## src/rtl/mc_control_fsm.sv

```systemverilog
// rtl/mc_control_fsm.sv - multi-cycle MIPS control FSM with memory-wait timeout
// Optional performance counters are enabled by defining MC_CONTROL_PERF_EN.
module mc_control_fsm #(
  parameter int OPW         = 6,
  parameter int ALUOP_W     = 2,
  parameter int CNT_W       = 8,
  parameter int MEM_TIMEOUT = 200
) (
  input  logic               clk,
  input  logic               reset,
  input  logic [OPW-1:0]     opcode,
  input  logic               mem_ready,
  output logic               pc_write,
  output logic               pc_write_cond,
  output logic               pc_write_ne,
  output logic               iord,
  output logic               mem_read,
  output logic               mem_write,
  output logic               ir_write,
  output logic               reg_dst,
  output logic               mem_to_reg,
  output logic               reg_write,
  output logic               alu_src_a,
  output logic [1:0]         alu_src_b,
  output logic [ALUOP_W-1:0] alu_op,
  output logic [1:0]         pc_src,
  output logic [3:0]         state,
`ifdef MC_CONTROL_PERF_EN
  output logic [31:0]        cycle_count,
  output logic [31:0]        instr_count,
`endif
  output logic               illegal_op,
  output logic               mem_timeout
);

  localparam logic [3:0] S_FETCH  = 4'd0;
  localparam logic [3:0] S_DECODE = 4'd1;
  localparam logic [3:0] S_MEMADR = 4'd2;
  localparam logic [3:0] S_MEMRD  = 4'd3;
  localparam logic [3:0] S_MEMWB  = 4'd4;
  localparam logic [3:0] S_MEMWR  = 4'd5;
  localparam logic [3:0] S_EXEC   = 4'd6;
  localparam logic [3:0] S_ALUWB  = 4'd7;
  localparam logic [3:0] S_BRANCH = 4'd8;
  localparam logic [3:0] S_ADDIEX = 4'd9;
  localparam logic [3:0] S_ADDIWB = 4'd10;
  localparam logic [3:0] S_JUMP   = 4'd11;

  localparam logic [OPW-1:0] OP_RTYPE = OPW'(6'b000000);
  localparam logic [OPW-1:0] OP_LW    = OPW'(6'b100011);
  localparam logic [OPW-1:0] OP_SW    = OPW'(6'b101011);
  localparam logic [OPW-1:0] OP_BEQ   = OPW'(6'b000100);
  localparam logic [OPW-1:0] OP_BNE   = OPW'(6'b000101);
  localparam logic [OPW-1:0] OP_ADDI  = OPW'(6'b001000);
  localparam logic [OPW-1:0] OP_J     = OPW'(6'b000010);

  localparam logic [CNT_W-1:0] TIMEOUT_VAL = CNT_W'(MEM_TIMEOUT);

  logic [3:0]       next_state;
  logic [CNT_W-1:0] wait_cnt;
  logic             in_wait;
  logic             timeout_hit;
  logic             illegal_dec;
  logic [1:0]       aop;

  assign in_wait     = (state == S_FETCH) || (state == S_MEMRD) || (state == S_MEMWR);
  // A ready memory in the deadline cycle completes normally instead of aborting.
  assign timeout_hit = (MEM_TIMEOUT != 0) && in_wait && !mem_ready && (wait_cnt == TIMEOUT_VAL);

  always_ff @(posedge clk) begin
    if (reset) begin
      state    <= S_FETCH;
      wait_cnt <= '0;
    end else begin
      state <= next_state;
      if ((next_state != state) || timeout_hit)
        wait_cnt <= '0;
      else if (in_wait && !mem_ready && (wait_cnt != {CNT_W{1'b1}}))
        wait_cnt <= wait_cnt + 1'b1;
    end
  end

  always_comb begin
    next_state  = S_FETCH;
    illegal_dec = 1'b0;
    case (state)
      S_FETCH:  next_state = mem_ready ? S_DECODE : S_FETCH;
      S_DECODE: begin
        case (opcode)
          OP_RTYPE:      next_state = S_EXEC;
          OP_LW, OP_SW:  next_state = S_MEMADR;
          OP_BEQ, OP_BNE: next_state = S_BRANCH;
          OP_ADDI:       next_state = S_ADDIEX;
          OP_J:          next_state = S_JUMP;
          default: begin
            next_state  = S_FETCH;
            illegal_dec = 1'b1;
          end
        endcase
      end
      S_MEMADR: next_state = (opcode == OP_SW) ? S_MEMWR : S_MEMRD;
      S_MEMRD:  next_state = mem_ready ? S_MEMWB : S_MEMRD;
      S_MEMWB:  next_state = S_FETCH;
      S_MEMWR:  next_state = mem_ready ? S_FETCH : S_MEMWR;
      S_EXEC:   next_state = S_ALUWB;
      S_ALUWB:  next_state = S_FETCH;
      S_BRANCH: next_state = S_FETCH;
      S_ADDIEX: next_state = S_ADDIWB;
      S_ADDIWB: next_state = S_FETCH;
      S_JUMP:   next_state = S_FETCH;
      default:  next_state = S_FETCH;
    endcase
    if (timeout_hit)
      next_state = S_FETCH;
  end

  always_comb begin
    pc_write      = 1'b0;
    pc_write_cond = 1'b0;
    pc_write_ne   = 1'b0;
    iord          = 1'b0;
    mem_read      = 1'b0;
    mem_write     = 1'b0;
    ir_write      = 1'b0;
    reg_dst       = 1'b0;
    mem_to_reg    = 1'b0;
    reg_write     = 1'b0;
    alu_src_a     = 1'b0;
    alu_src_b     = 2'b00;
    aop           = 2'b00;
    pc_src        = 2'b00;
    illegal_op    = 1'b0;
    mem_timeout   = 1'b0;
    case (state)
      S_FETCH: begin
        mem_read  = 1'b1;
        alu_src_b = 2'b01;
        ir_write  = mem_ready;
        pc_write  = mem_ready;
      end
      S_DECODE: begin
        alu_src_b  = 2'b11;
        illegal_op = illegal_dec;
      end
      S_MEMADR: begin
        alu_src_a = 1'b1;
        alu_src_b = 2'b10;
      end
      S_MEMRD: begin
        mem_read = 1'b1;
        iord     = 1'b1;
      end
      S_MEMWB: begin
        mem_to_reg = 1'b1;
        reg_write  = 1'b1;
      end
      S_MEMWR: begin
        mem_write = 1'b1;
        iord      = 1'b1;
      end
      S_EXEC: begin
        alu_src_a = 1'b1;
        aop       = 2'b10;
      end
      S_ALUWB: begin
        reg_dst   = 1'b1;
        reg_write = 1'b1;
      end
      S_BRANCH: begin
        alu_src_a     = 1'b1;
        aop           = 2'b01;
        pc_src        = 2'b01;
        pc_write_cond = (opcode == OP_BEQ);
        pc_write_ne   = (opcode == OP_BNE);
      end
      S_ADDIEX: begin
        alu_src_a = 1'b1;
        alu_src_b = 2'b10;
        aop       = 2'b11;
      end
      S_ADDIWB: reg_write = 1'b1;
      S_JUMP: begin
        pc_src   = 2'b10;
        pc_write = 1'b1;
      end
      default: ;
    endcase
    mem_timeout = timeout_hit;
    alu_op      = ALUOP_W'(aop);
    // Reset abandons the instruction: no strobe may escape while it is held.
    if (reset) begin
      pc_write      = 1'b0;
      pc_write_cond = 1'b0;
      pc_write_ne   = 1'b0;
      iord          = 1'b0;
      mem_read      = 1'b0;
      mem_write     = 1'b0;
      ir_write      = 1'b0;
      reg_dst       = 1'b0;
      mem_to_reg    = 1'b0;
      reg_write     = 1'b0;
      alu_src_a     = 1'b0;
      alu_src_b     = 2'b00;
      alu_op        = '0;
      pc_src        = 2'b00;
      illegal_op    = 1'b0;
      mem_timeout   = 1'b0;
    end
  end

`ifdef MC_CONTROL_PERF_EN
  always_ff @(posedge clk) begin
    if (reset) begin
      cycle_count <= '0;
      instr_count <= '0;
    end else begin
      cycle_count <= cycle_count + 32'd1;
      if ((next_state == S_FETCH) && (state != S_FETCH) && !illegal_dec && !timeout_hit)
        instr_count <= instr_count + 32'd1;
    end
  end
`endif

endmodule

```

## config.mk

```make
export PLATFORM = sky130hd
export DESIGN_NAME = mc_control_fsm
export DESIGN_NICKNAME = d
export VERILOG_FILES = /design/src/rtl/mc_control_fsm.sv
export SDC_FILE = /design/constraint.sdc
export NUM_CORES = 1
export LEC_CHECK = 0
export CORE_UTILIZATION = 50
export CTS_BUF_LIST = sky130_fd_sc_hd__clkbuf_4
export DETAILED_ROUTE_END_ITERATION = 12
export PLACE_DENSITY = 0.94
export SYNTH_ARGS = -nofsm -noshare
export SYNTH_HDL_FRONTEND = slang
export SYNTH_SLANG_ARGS = --single-unit
```

## constraint.sdc

```tcl
create_clock -name clk -period 3 [get_ports clk]
set_clock_uncertainty 0.2 [all_clocks]
set_input_delay 0.3 -clock clk [delete_from_list [all_inputs] [get_ports clk]]
set_output_delay 0.3 -clock clk [all_outputs]
set_load 0.02 [all_outputs]
```

==> qor.yml <==
outcome:
  status: "completed"
clocking:
  clockRootBuffer: "clkbuf_4"
  cts_buffer_depth: 2
  clock-sinks: 12
  cts_tree: "done"
  numCtsBuffers: 3
  hold_buffers: 0
  htree_levels: 1
  path_clk_slew_ns: 0.07
  clk_latency_ns: 0.26
route:
  dr.pass1.iters: 5
  wl_per_cell_um: 14.9
  drc: 0
  wirelength_mm: 3.34
  drtIter0Drc: 77
  vias: 1409
  viasPerCell: 6.29
  antenna_left: 0
synth:
  ys_types: 43
  ys_async_sr_fraction_pct: 0
  synth_edf_count: 0
  ys_seq_area_share_pct: 20.3
  synth_ff_type: "dfxtp_1"
  synth-seq-cells: 12
  synth_nets: 177
  yosys_warnings: 0
  synthCells: 166
  syn_area_per_cell_um2: 7.15
  syn_area_um2: 1190
setup_path:
  startpoint_type: "register"
  required_ns: 2.50
  rrSetupSlack_ns: 0.36
  cp-startpoint: "wait_cnt[0]$_SDFFE_PP0P_"
  r2r_start: "state[1]$_SDFF_PP0_"
  crit-reg2reg-capture: "wait_cnt[2]$_SDFFE_PP0P_"
  arrival_ns: 2.37
  reg2regPathDepth: 7
  cp_max_fo: 6
  crit_end: "mem_timeout"
  crit_path_end_kind: "output port"
  critPathKind: "register to output port"
die:
  coreArea_um2: 2230
  initial_core_util_pct: 53.1
  rows: 17
  die_x_um: 50.7
  io_pins: 32
  dieArea_um2: 2570
  fp.dieH_um: 50.7
grt:
  grt_pass1_wl_mm: 5.47
  grtUsageTotal_pct: 27.5
  grt_overflow_total: 0
  grt_antenna_before_repair: 0
  grt_start_max_net_pins: 23
  grt_pass1_vias: 1261
job:
  drv_cap: 0
place:
  portBuffers: 31
  gp_congestion: 0.899
  hpwl_mm: 2.56
  dp.cells: 221
timing:
  setup_viol: 0
  fin_setup_tns_ns: 0
  slew_headroom_pct: 64.5
  worst_pin_slew_ns: 0.519
  rsz0062_at_grt: "false"
  period_share_pct: 95.8
  hold_viol_final: 0
  slew_viol_final: 0
  max_freq_mhz: 348
  min_period_ns: 2.87
final_layout:
  fin_util_pct: 70.3
  num-nets-final: 209
  finalNonFillerCells: 224
  diodes: 0
  drive_gt1_share_pct: 10.2
  syn_to_final_growth_pct: 32.4
min_path:
  min-delay-path-class: "register to register"
pwr:
  power_density_nw_per_um2: 235
  ir_drop_mv: 0.211
  power_leakage_nw: 0.492
-- metrics by stage --
| stage | hold slack, ns | instance area, um2 | total power [mW] | setup WS (ns) |
|---|---|---|---|---|
| after CTS | 0.399 | 1570 | 0.370 | 0.0967 |
| after global placement | 0.377 | 1550 | 0.274 | 0.232 |
| after global routing | 0.409 | 1570 | 0.387 | 0.0301 |
| after detailed placement | 0.382 | 1550 | 0.278 | 0.123 |
| after floorplan | 0.316 | 1190 | 0.238 | 0.108 |
| final | 0.402 | 1570 | 0.370 | 0.126 |
-- worst max-delay path: stages, from the launching register on --
cell             delay (ns)
dfxtp_1                0.35
inv_1                  0.07
ha_1                   0.14
nand4_1                0.10
or3_1                  0.33
a211oi_1               0.21
buf_4                  0.18
nor2b_1                0.13
clkdlybuf4s50_1        0.61
-- where the power goes --
group | total [mW] | internal (mW) | switching, mW | leakage, nW
Combinational | 0.111 | 0.0503 | 0.0604 | 0.380
Clock | 0.0929 | 0.0462 | 0.0467 | 0.0138
Sequential | 0.166 | 0.162 | 0.00425 | 0.0980
Total | 0.370 | 0.258 | 0.111 | 0.492
-- worst min-delay path by stage --
stage	endpoint	depth (start not counted)	start	slack, ns
2_1_floorplan	state[3]$_SDFF_PP0_	3	opcode[5]	0.32
3_5_place_dp	wait_cnt[1]$_SDFFE_PP0P_	2	wait_cnt[1]$_SDFFE_PP0P_	0.38
6_report	wait_cnt[1]$_SDFFE_PP0P_	2	wait_cnt[1]$_SDFFE_PP0P_	0.40
3_3_place_gp	wait_cnt[1]$_SDFFE_PP0P_	2	wait_cnt[1]$_SDFFE_PP0P_	0.38
5_1_grt	wait_cnt[1]$_SDFFE_PP0P_	2	wait_cnt[1]$_SDFFE_PP0P_	0.41
4_1_cts	wait_cnt[1]$_SDFFE_PP0P_	2	wait_cnt[1]$_SDFFE_PP0P_	0.40
-- metal layers --
metal,GRT usage [%],wire length [um],up-vias
met3,5.15,235,4
met5,0,0,-
met2,48.2,1710,74
li1,-,-,684
met4,6.02,26,0
met1,34.4,1370,647
-- kinds of logic (layout without fill, tap and decap cells) --
kind of cell               after synthesis  in the layout  synth area share [%]
AOI/OAI and AO/OA                       23             23                  15.4
muxes                                    3              3                  2.53
DFF                                     12             12                  20.3
and+or+nand+nor                        100            100                  47.8
adders and majority gates                2              2                  2.11
xor gates and xnor gates                 7              7                  5.17
buffers and inverters                   19             49                  6.75
-- cell usage in the layout (no fill, tap or decap), types with 4 or more instances in the layout --
cell             Yosys  routed
a21oi_1              4       4
and3_1               4       4
buf_4                0      10
clkdlybuf4s50_1      0      31
dfxtp_1             12      10
inv_1                5       5
nand2_1              7       7
nand2b_1             7       7
nand3_1              7       7
nor2_1              21      21
nor3_1              14      14
nor4_1              15      15
nor4b_1              4       4
or3_1                4       4
xnor2_1              6       6
-- cells in the mapped netlist (2+ instances only) --
library cell   n  area [um2]
nor2_1        21        78.8
inv_1          5        18.8
xnor2_1        6        52.6
nand4_1        3        18.8
o21ai_0        2        10.0
nand2b_1       7        43.8
and3_1         4        25.0
nand3b_1       2        15.0
clkbuf_1       6        22.5
mux2i_1        3        30.0
o21a_1         2        15.0
nand3_1        7        35.0
o221ai_1       2        17.5
nor2b_1        2        12.5
or3_1          4        25.0
a21oi_1        4        20.0
nor3_1        14        70.1
nor4b_1        4        35.0
nor4_1        15        93.8
ha_1           2        25.0
nand2_1        7        26.3
buf_2          7        35.0
nor3b_1        3        22.5
o211ai_1       2        15.0
dfxtp_1       12         240
a211oi_1       3        22.5
-- state kept, by name, indices dropped and copies added (netlist names) --
name / cells
state: 4
wait_cnt: 8
-- cell type report --
| cell class | instances | area (um2) |
|---|---|---|
| Multi-Input combinational cell | 135 | 866 |
| Fill cell | 176 | 663 |
| Timing Repair Buffer | 41 | 385 |
| Sequential cell | 12 | 243 |
| Tap cell | 28 | 35.0 |
| Clock buffer | 3 | 22.5 |
| Inverter | 5 | 18.8 |
-- what timing repair did --
| action | 4_1_cts | 5_1_grt |
|---|---|---|
| gates resized for setup | 0 | 2 |
| buffers inserted | 0 | 0 |
| setup endpoints to repair | 0 | 4 |
No activity file was read; power rests on OpenSTA's default activity.
